<file path="config.mk">
export PLATFORM = sky130hd
export DESIGN_NAME = ring_phase_monitor_flat
export DESIGN_NICKNAME = d
export VERILOG_FILES = /design/src/rtl/ring_phase_monitor_if.sv /design/src/rtl/ring_phase_monitor.sv /design/src/flat_wrapper.sv
export SDC_FILE = /design/constraint.sdc
export NUM_CORES = 1
export LEC_CHECK = 0
export ABC_AREA = 0
export BUFFER_PORTS_ARGS = -buffer_cell sky130_fd_sc_hd__buf_4
export CAP_MARGIN = 20
export CORE_ASPECT_RATIO = 1.1
export CORE_UTILIZATION = 54
export CTS_BUF_LIST = sky130_fd_sc_hd__clkbuf_16
export CTS_CLUSTER_SIZE = 14
export DETAILED_ROUTE_END_ITERATION = 10
export GPL_ROUTABILITY_DRIVEN = 0
export GPL_TIMING_DRIVEN = 0
export PLACE_DENSITY = 0.82
export SLEW_MARGIN = 20
export SYNTH_ARGS = -nofsm -noshare
export SYNTH_HDL_FRONTEND = slang
export SYNTH_SLANG_ARGS = --single-unit
</file>
<file path="constraint.sdc">
create_clock -name Clock -period 1.95 [get_ports Clock]
set_clock_uncertainty 0.2 [all_clocks]
set_input_delay 0.195 -clock Clock [delete_from_list [all_inputs] [get_ports Clock]]
set_output_delay 0.195 -clock Clock [all_outputs]
set_load 0.01 [all_outputs]
</file>
<file path="src/rtl/ring_phase_monitor_if.sv">
// Bundle between the 4-bit one-hot ring counter and its phase supervisor.
// The master side owns the ring outputs and Clear. The slave side is the
// monitor, which drives the seed request and the status record.
interface ring_phase_monitor_if #(
  parameter int REV_WIDTH = 8,
  parameter int ERR_WIDTH = 4
);
  logic [3:0]           Phase;
  logic                 Clear;
  logic                 Preset;
  logic                 Locked;
  logic                 Fault;
  logic [1:0]           Slot;
  logic [REV_WIDTH-1:0] Revolutions;
  logic                 Wrap;
  logic [ERR_WIDTH-1:0] ErrCount;

  modport master (
    output Phase, Clear,
    input  Preset, Locked, Fault, Slot, Revolutions, Wrap, ErrCount
  );

  modport slave (
    input  Phase, Clear,
    output Preset, Locked, Fault, Slot, Revolutions, Wrap, ErrCount
  );
endinterface

</file>
<file path="src/rtl/ring_phase_monitor.sv">
// Supervisor for a 4-bit one-hot ring counter. It seeds the ring through
// Preset, checks the rotation 1000->0100->0010->0001 every cycle, and reports
// the slot index, the lock state, a revolution count and a saturating
// illegal-phase count. Every output decodes from registers only.
module ring_phase_monitor #(
  parameter int REV_WIDTH    = 8,
  parameter int ERR_WIDTH    = 4,
  parameter int SYNC_TIMEOUT = 15
)(
  input  logic Clock,
  input  logic Resetn,
  ring_phase_monitor_if.slave bus
);
  // The timer counts 0 .. SYNC_TIMEOUT-1 while in SYNC, so it never needs to
  // hold SYNC_TIMEOUT itself.
  localparam int TW = (SYNC_TIMEOUT < 2) ? 1 : $clog2(SYNC_TIMEOUT);
  localparam logic [TW-1:0] TMR_LAST = TW'(SYNC_TIMEOUT - 1);

  typedef enum logic [2:0] {
    S_IDLE, S_SEED, S_SYNC, S_RUN, S_FAULT
  } state_t;

  state_t               state, state_nxt;
  logic [3:0]           phase_q;
  logic [3:0]           expected;
  logic [TW-1:0]        tmr;
  logic [REV_WIDTH-1:0] rev;
  logic [ERR_WIDTH-1:0] err;
  logic                 wrap_q;
  logic                 phase_oh;
  logic                 err_evt;
  logic                 rev_inc;
  logic [1:0]           slot_enc;

  // Single hot bit (zero is not one-hot).
  assign phase_oh = (bus.Phase != 4'b0000) &&
                    ((bus.Phase & (bus.Phase - 4'd1)) == 4'b0000);

  // The phase the ring must show this cycle if it rotated legally.
  assign expected = {phase_q[0], phase_q[3:1]};

  // State register.
  always_ff @(posedge Clock or negedge Resetn) begin
    if (!Resetn) state <= S_IDLE;
    else         state <= state_nxt;
  end

  // Next-state logic and the single-cycle error / revolution events.
  always_comb begin
    state_nxt = state;
    err_evt   = 1'b0;
    rev_inc   = 1'b0;
    case (state)
      S_IDLE: begin
        if (bus.Phase == 4'b0000) state_nxt = S_SEED;
        else if (phase_oh)        state_nxt = S_SYNC;
        else begin
          state_nxt = S_FAULT;
          err_evt   = 1'b1;
        end
      end
      S_SEED: state_nxt = S_SYNC;
      S_SYNC: begin
        // Seeing 1000 wins even on the final timeout cycle.
        if (bus.Phase == 4'b1000) state_nxt = S_RUN;
        else if (bus.Phase != 4'b0000 && !phase_oh) begin
          state_nxt = S_FAULT;
          err_evt   = 1'b1;
        end else if (tmr == TMR_LAST) begin
          state_nxt = S_FAULT;
          err_evt   = 1'b1;
        end
      end
      S_RUN: begin
        if (bus.Phase != expected) begin
          state_nxt = S_FAULT;
          err_evt   = 1'b1;
        end else if (bus.Phase == 4'b1000 && phase_q == 4'b0001) begin
          rev_inc = 1'b1;
        end
      end
      S_FAULT: if (bus.Clear) state_nxt = S_IDLE;
      default: state_nxt = S_IDLE;
    endcase
  end

  // Phase history, sampled every cycle regardless of state.
  always_ff @(posedge Clock or negedge Resetn) begin
    if (!Resetn) phase_q <= 4'b0000;
    else         phase_q <= bus.Phase;
  end

  // SYNC dwell timer. It is held at zero outside SYNC, so it restarts on entry.
  always_ff @(posedge Clock or negedge Resetn) begin
    if (!Resetn)                tmr <= '0;
    else if (state != S_SYNC)   tmr <= '0;
    else                        tmr <= tmr + TW'(1);
  end

  // Revolution counter and rollover pulse. Clear beats an increment and
  // suppresses the Wrap it would have caused.
  always_ff @(posedge Clock or negedge Resetn) begin
    if (!Resetn) begin
      rev    <= '0;
      wrap_q <= 1'b0;
    end else begin
      wrap_q <= rev_inc && !bus.Clear && (rev == '1);
      if (bus.Clear)    rev <= '0;
      else if (rev_inc) rev <= rev + REV_WIDTH'(1);
    end
  end

  // Saturating illegal-phase counter. Only Resetn clears it.
  always_ff @(posedge Clock or negedge Resetn) begin
    if (!Resetn)                    err <= '0;
    else if (err_evt && err != '1)  err <= err + ERR_WIDTH'(1);
  end

  // Slot comes from the rotated history, so it names the ring position for
  // the current cycle without a combinational path from Phase.
  always_comb begin
    slot_enc = 2'd0;
    case (expected)
      4'b1000: slot_enc = 2'd3;
      4'b0100: slot_enc = 2'd2;
      4'b0010: slot_enc = 2'd1;
      default: slot_enc = 2'd0;
    endcase
  end

  assign bus.Preset      = (state == S_SEED);
  assign bus.Locked      = (state == S_RUN);
  assign bus.Fault       = (state == S_FAULT);
  assign bus.Slot        = (state == S_RUN) ? slot_enc : 2'd0;
  assign bus.Revolutions = rev;
  assign bus.Wrap        = wrap_q;
  assign bus.ErrCount    = err;
endmodule

</file>
<file path="src/flat_wrapper.sv">
// flat-port wrapper written by rule: the top's interface ports become plain ports
module ring_phase_monitor_flat 
#(
  parameter int REV_WIDTH    = 8,
  parameter int ERR_WIDTH    = 4,
  parameter int SYNC_TIMEOUT = 15
)
  (Clock, Resetn, bus_Phase, bus_Clear, bus_Preset, bus_Locked, bus_Fault, bus_Slot, bus_Revolutions, bus_Wrap, bus_ErrCount);
  ring_phase_monitor_if #(.REV_WIDTH(REV_WIDTH), .ERR_WIDTH(ERR_WIDTH)) bus_i ();
  input  logic Clock;
  input  logic Resetn;
  input wire logic [$bits(bus_i.Phase)-1:0] bus_Phase;
  input wire logic [$bits(bus_i.Clear)-1:0] bus_Clear;
  output wire logic [$bits(bus_i.Preset)-1:0] bus_Preset;
  output wire logic [$bits(bus_i.Locked)-1:0] bus_Locked;
  output wire logic [$bits(bus_i.Fault)-1:0] bus_Fault;
  output wire logic [$bits(bus_i.Slot)-1:0] bus_Slot;
  output wire logic [$bits(bus_i.Revolutions)-1:0] bus_Revolutions;
  output wire logic [$bits(bus_i.Wrap)-1:0] bus_Wrap;
  output wire logic [$bits(bus_i.ErrCount)-1:0] bus_ErrCount;
  assign bus_i.Phase = bus_Phase;
  assign bus_i.Clear = bus_Clear;
  assign bus_Preset = bus_i.Preset;
  assign bus_Locked = bus_i.Locked;
  assign bus_Fault = bus_i.Fault;
  assign bus_Slot = bus_i.Slot;
  assign bus_Revolutions = bus_i.Revolutions;
  assign bus_Wrap = bus_i.Wrap;
  assign bus_ErrCount = bus_i.ErrCount;
  ring_phase_monitor #(.REV_WIDTH(REV_WIDTH), .ERR_WIDTH(ERR_WIDTH), .SYNC_TIMEOUT(SYNC_TIMEOUT)) u_core (.Clock(Clock), .Resetn(Resetn), .bus(bus_i));
endmodule
</file>
==> metrics.yaml <==
num-nets-final: 182
max_stage_delay_ns: 0.35
crit_family: "simple AND/OR/NAND/NOR gates"
grt_pass1_wl_um: 4570
clock_path_buffers: 2
crit_arrival_ns: 1.49
die_y_um: 53.8
die_w_um: 49.1
critPathBufInv: 2
layout_common_cells: "buf_4 (30), dfrtp_1 (24), xor2_1 (15), nor2_1 (14), nand2_1 (9)"
crit_path_end_kind: "primary output"
avgRoutedWirePerCell_um: 13.8
coreArea_um2: 2270
drive_gt1_frac: 0.288
cts.sinks: 24
cp.required_ns: 1.55
viasPerCell: 5.53
first_iter_violations: 20
final_hold_viol_count: 0
cp_cell_sequence: "buf_6 > nand2_1 > or2_4 > nor4_1 > buf_4"
yosysUniqueCellTypes: 35
numCtsBuffers: 3
htreeDepth: 1
drv_slew: 0
cp_max_fo: 7
setup_violations: 0
synth_edf_count: 0
multi_input_area_um2: 669
ys_seq_elements: 24
synth-seq-area-share: 0.455
start_util: 0.580
drtAntennaViolNets: 0
worstReg2RegStart: "u_core.tmr[0]"
path_class: "flip-flop to primary output"
fin_crit_sh: 0.966
cp_slowest_cell: "dfrtp_1"
wl_um: 2770
worstHoldStart: "bus_Phase[1]"
relSlewSlack: 0.710
firstDrtPassIters: 4
synth.net_count: 144
synthArstFlopShare: 1.00
final_common_cell: "buf_4"
n_fill_cell: 144
fin_util: 0.769
syn_to_final_growth_pct: 32.6
ios: 25
drc_errors: 0
io_buffer_count: 23
via_count: 1105
cp-start-kind: "flip-flop"
insertion_delay_ns: 0.26
grt_pass1_vias: 984
num_antenna_cells: 0
clk_pin_slew_ns: 0.06
syn_area_um2: 1320
rsz0062_at_grt: "false"
post-dp-hpwl_um: 1870
die-area_um2: 2640
total_power_mw: 1.79
antenna_found_initial: 0
p_per_area_nw_per_um2: 1020
cts_tree: "built"
reg2reg_slack_ns: 0.08
overflow: 0
leakagePower_nw: 0.792
worstReg2RegEnd: "u_core.bus.ErrCount[1]"
grt_usage: 0.237
ys_warn_count: 0
clock-root-buffer: "clkbuf_16"
cap_violations: 0
ff2ff_path_depth: 7
grt_max_degree: 25
syn_inst: 133
outcome: "finished, final reports clean"
path_depth: 5
synth_flop_cell: "dfrtp_1"
fmax_ghz: 0.531
rows: 18
whs_path_depth: 4
syn_area_per_cell_um2: 9.92
period_needed_ns: 1.88
seq_area_um2: 601
ir_worst_vdd_uv: 740
holdCritPathClass: "primary input to flip-flop"
worst_pin_slew_ns: 0.434
min_to: "u_core.state[1]"
[logic make-up after synthesis]
kind of cell             share of synthesized area
AND/OR/NAND/NOR                              0.230
flip-flops                                   0.455
XOR/XNOR                                     0.133
AO/OA/AOI/OAI                               0.0826
buffers and inverters                       0.0503
adder cells (fa/ha/maj)                     0.0380
multiplexers                                0.0114
[worst reg2reg max path, stage by stage, from the launching register on]
cell and delay [ns]:
dfrtp_1 0.42, inv_1 0.08, ha_1 0.15, nand3_1 0.09
o22ai_1 0.19, nand2_2 0.13, a21oi_2 0.19, mux2_4 0.31
[per-layer routing]
layer | up-vias | wire, µm | track usage
li1 | 538 | - | -
met2 | 31 | 1360 | 0.400
met5 | - | 0 | 0
met4 | 0 | 47 | 0.132
met3 | 4 | 103 | 0.0282
met1 | 532 | 1260 | 0.300
[area by class of cell]
cell class                 count  share of cell area
tap                           30              0.0215
sequential                    24               0.343
clock buffer                   3              0.0429
multi-input combinational     96               0.383
buffer                         7              0.0293
inverter                       6              0.0143
clock inverter                 1              0.0172
timing repair buffer          33               0.149
[registers in the layout, summed over array words and instances (netlist names)]
signal / flops
u_core.tmr: 4
u_core.phase_q: 4
u_core.state: 3
u_core.bus.ErrCount: 4
u_core.bus.Revolutions: 8
u_core.bus.Wrap: 1
[cell usage after synthesis (2+ instances only)]
library cell  instances  share of area
a21oi_1               2         0.0076
a211oi_1              5          0.028
nand4_1               3          0.014
nand3_1               6          0.023
xnor2_1               5          0.033
inv_1                 5          0.014
nor4_1                3          0.014
or3_1                 2         0.0095
o21ai_0               5          0.019
buf_2                 2         0.0076
buf_4                 4          0.023
nand2_1              10          0.028
ha_1                  4          0.038
xor2_1               15           0.10
and4_1                2          0.013
nor2_1               14          0.040
nor3_1                5          0.019
dfrtp_1              24           0.46
[worst max path at each step]
stage	to	start	slack (ns)
6_report	bus_Slot[0]	u_core.state[1]	0.07
3_3_place_gp	u_core.bus.ErrCount[1]	bus_Phase[3]	0.02
5_1_grt	u_core.bus.Revolutions[7]	u_core.state[1]	0.004
2_1_floorplan	u_core.bus.ErrCount[1]	u_core.phase_q[0]	0.18
4_1_cts	u_core.bus.ErrCount[1]	u_core.phase_q[3]	0.009
3_5_place_dp	u_core.bus.ErrCount[1]	bus_Phase[3]	-0.01
[where the power goes]
| group | switching, mW | internal (mW) |
|---|---|---|
| Combinational | 0.268 | 0.264 |
| Clock | 0.177 | 0.408 |
| Sequential | 0.0926 | 0.579 |
| Total | 0.537 | 1.25 |
[through the flow]
step / hold WS [ns] / setup WS [ns] / cell area [µm²] / instances / TNS [ns]
floorplan: -0.301 / 0.178 / 1320 / 133 / 0
global placement: -0.0956 / 0.0177 / 1530 / 186 / 0
detailed placement: -0.0855 / -0.0145 / 1530 / 186 / -0.0145
CTS: 0.116 / 0.00883 / 1680 / 195 / 0
global route: 0.168 / 0.00393 / 1750 / 200 / 0
finish: 0.128 / 0.0657 / 1750 / 200 / 0
[what timing repair did]
item                                    in CTS  in global routing
pin swaps                                    1                  4
resized for setup                            0                  7
hold buffers                                 5                  0
cloned                                       0                  0
endpoints found under the setup margin       1                 11
endpoints found under the hold margin       28                  0
buffers inserted                             0                  5
Note: power is estimated with default switching activity, not from simulation.
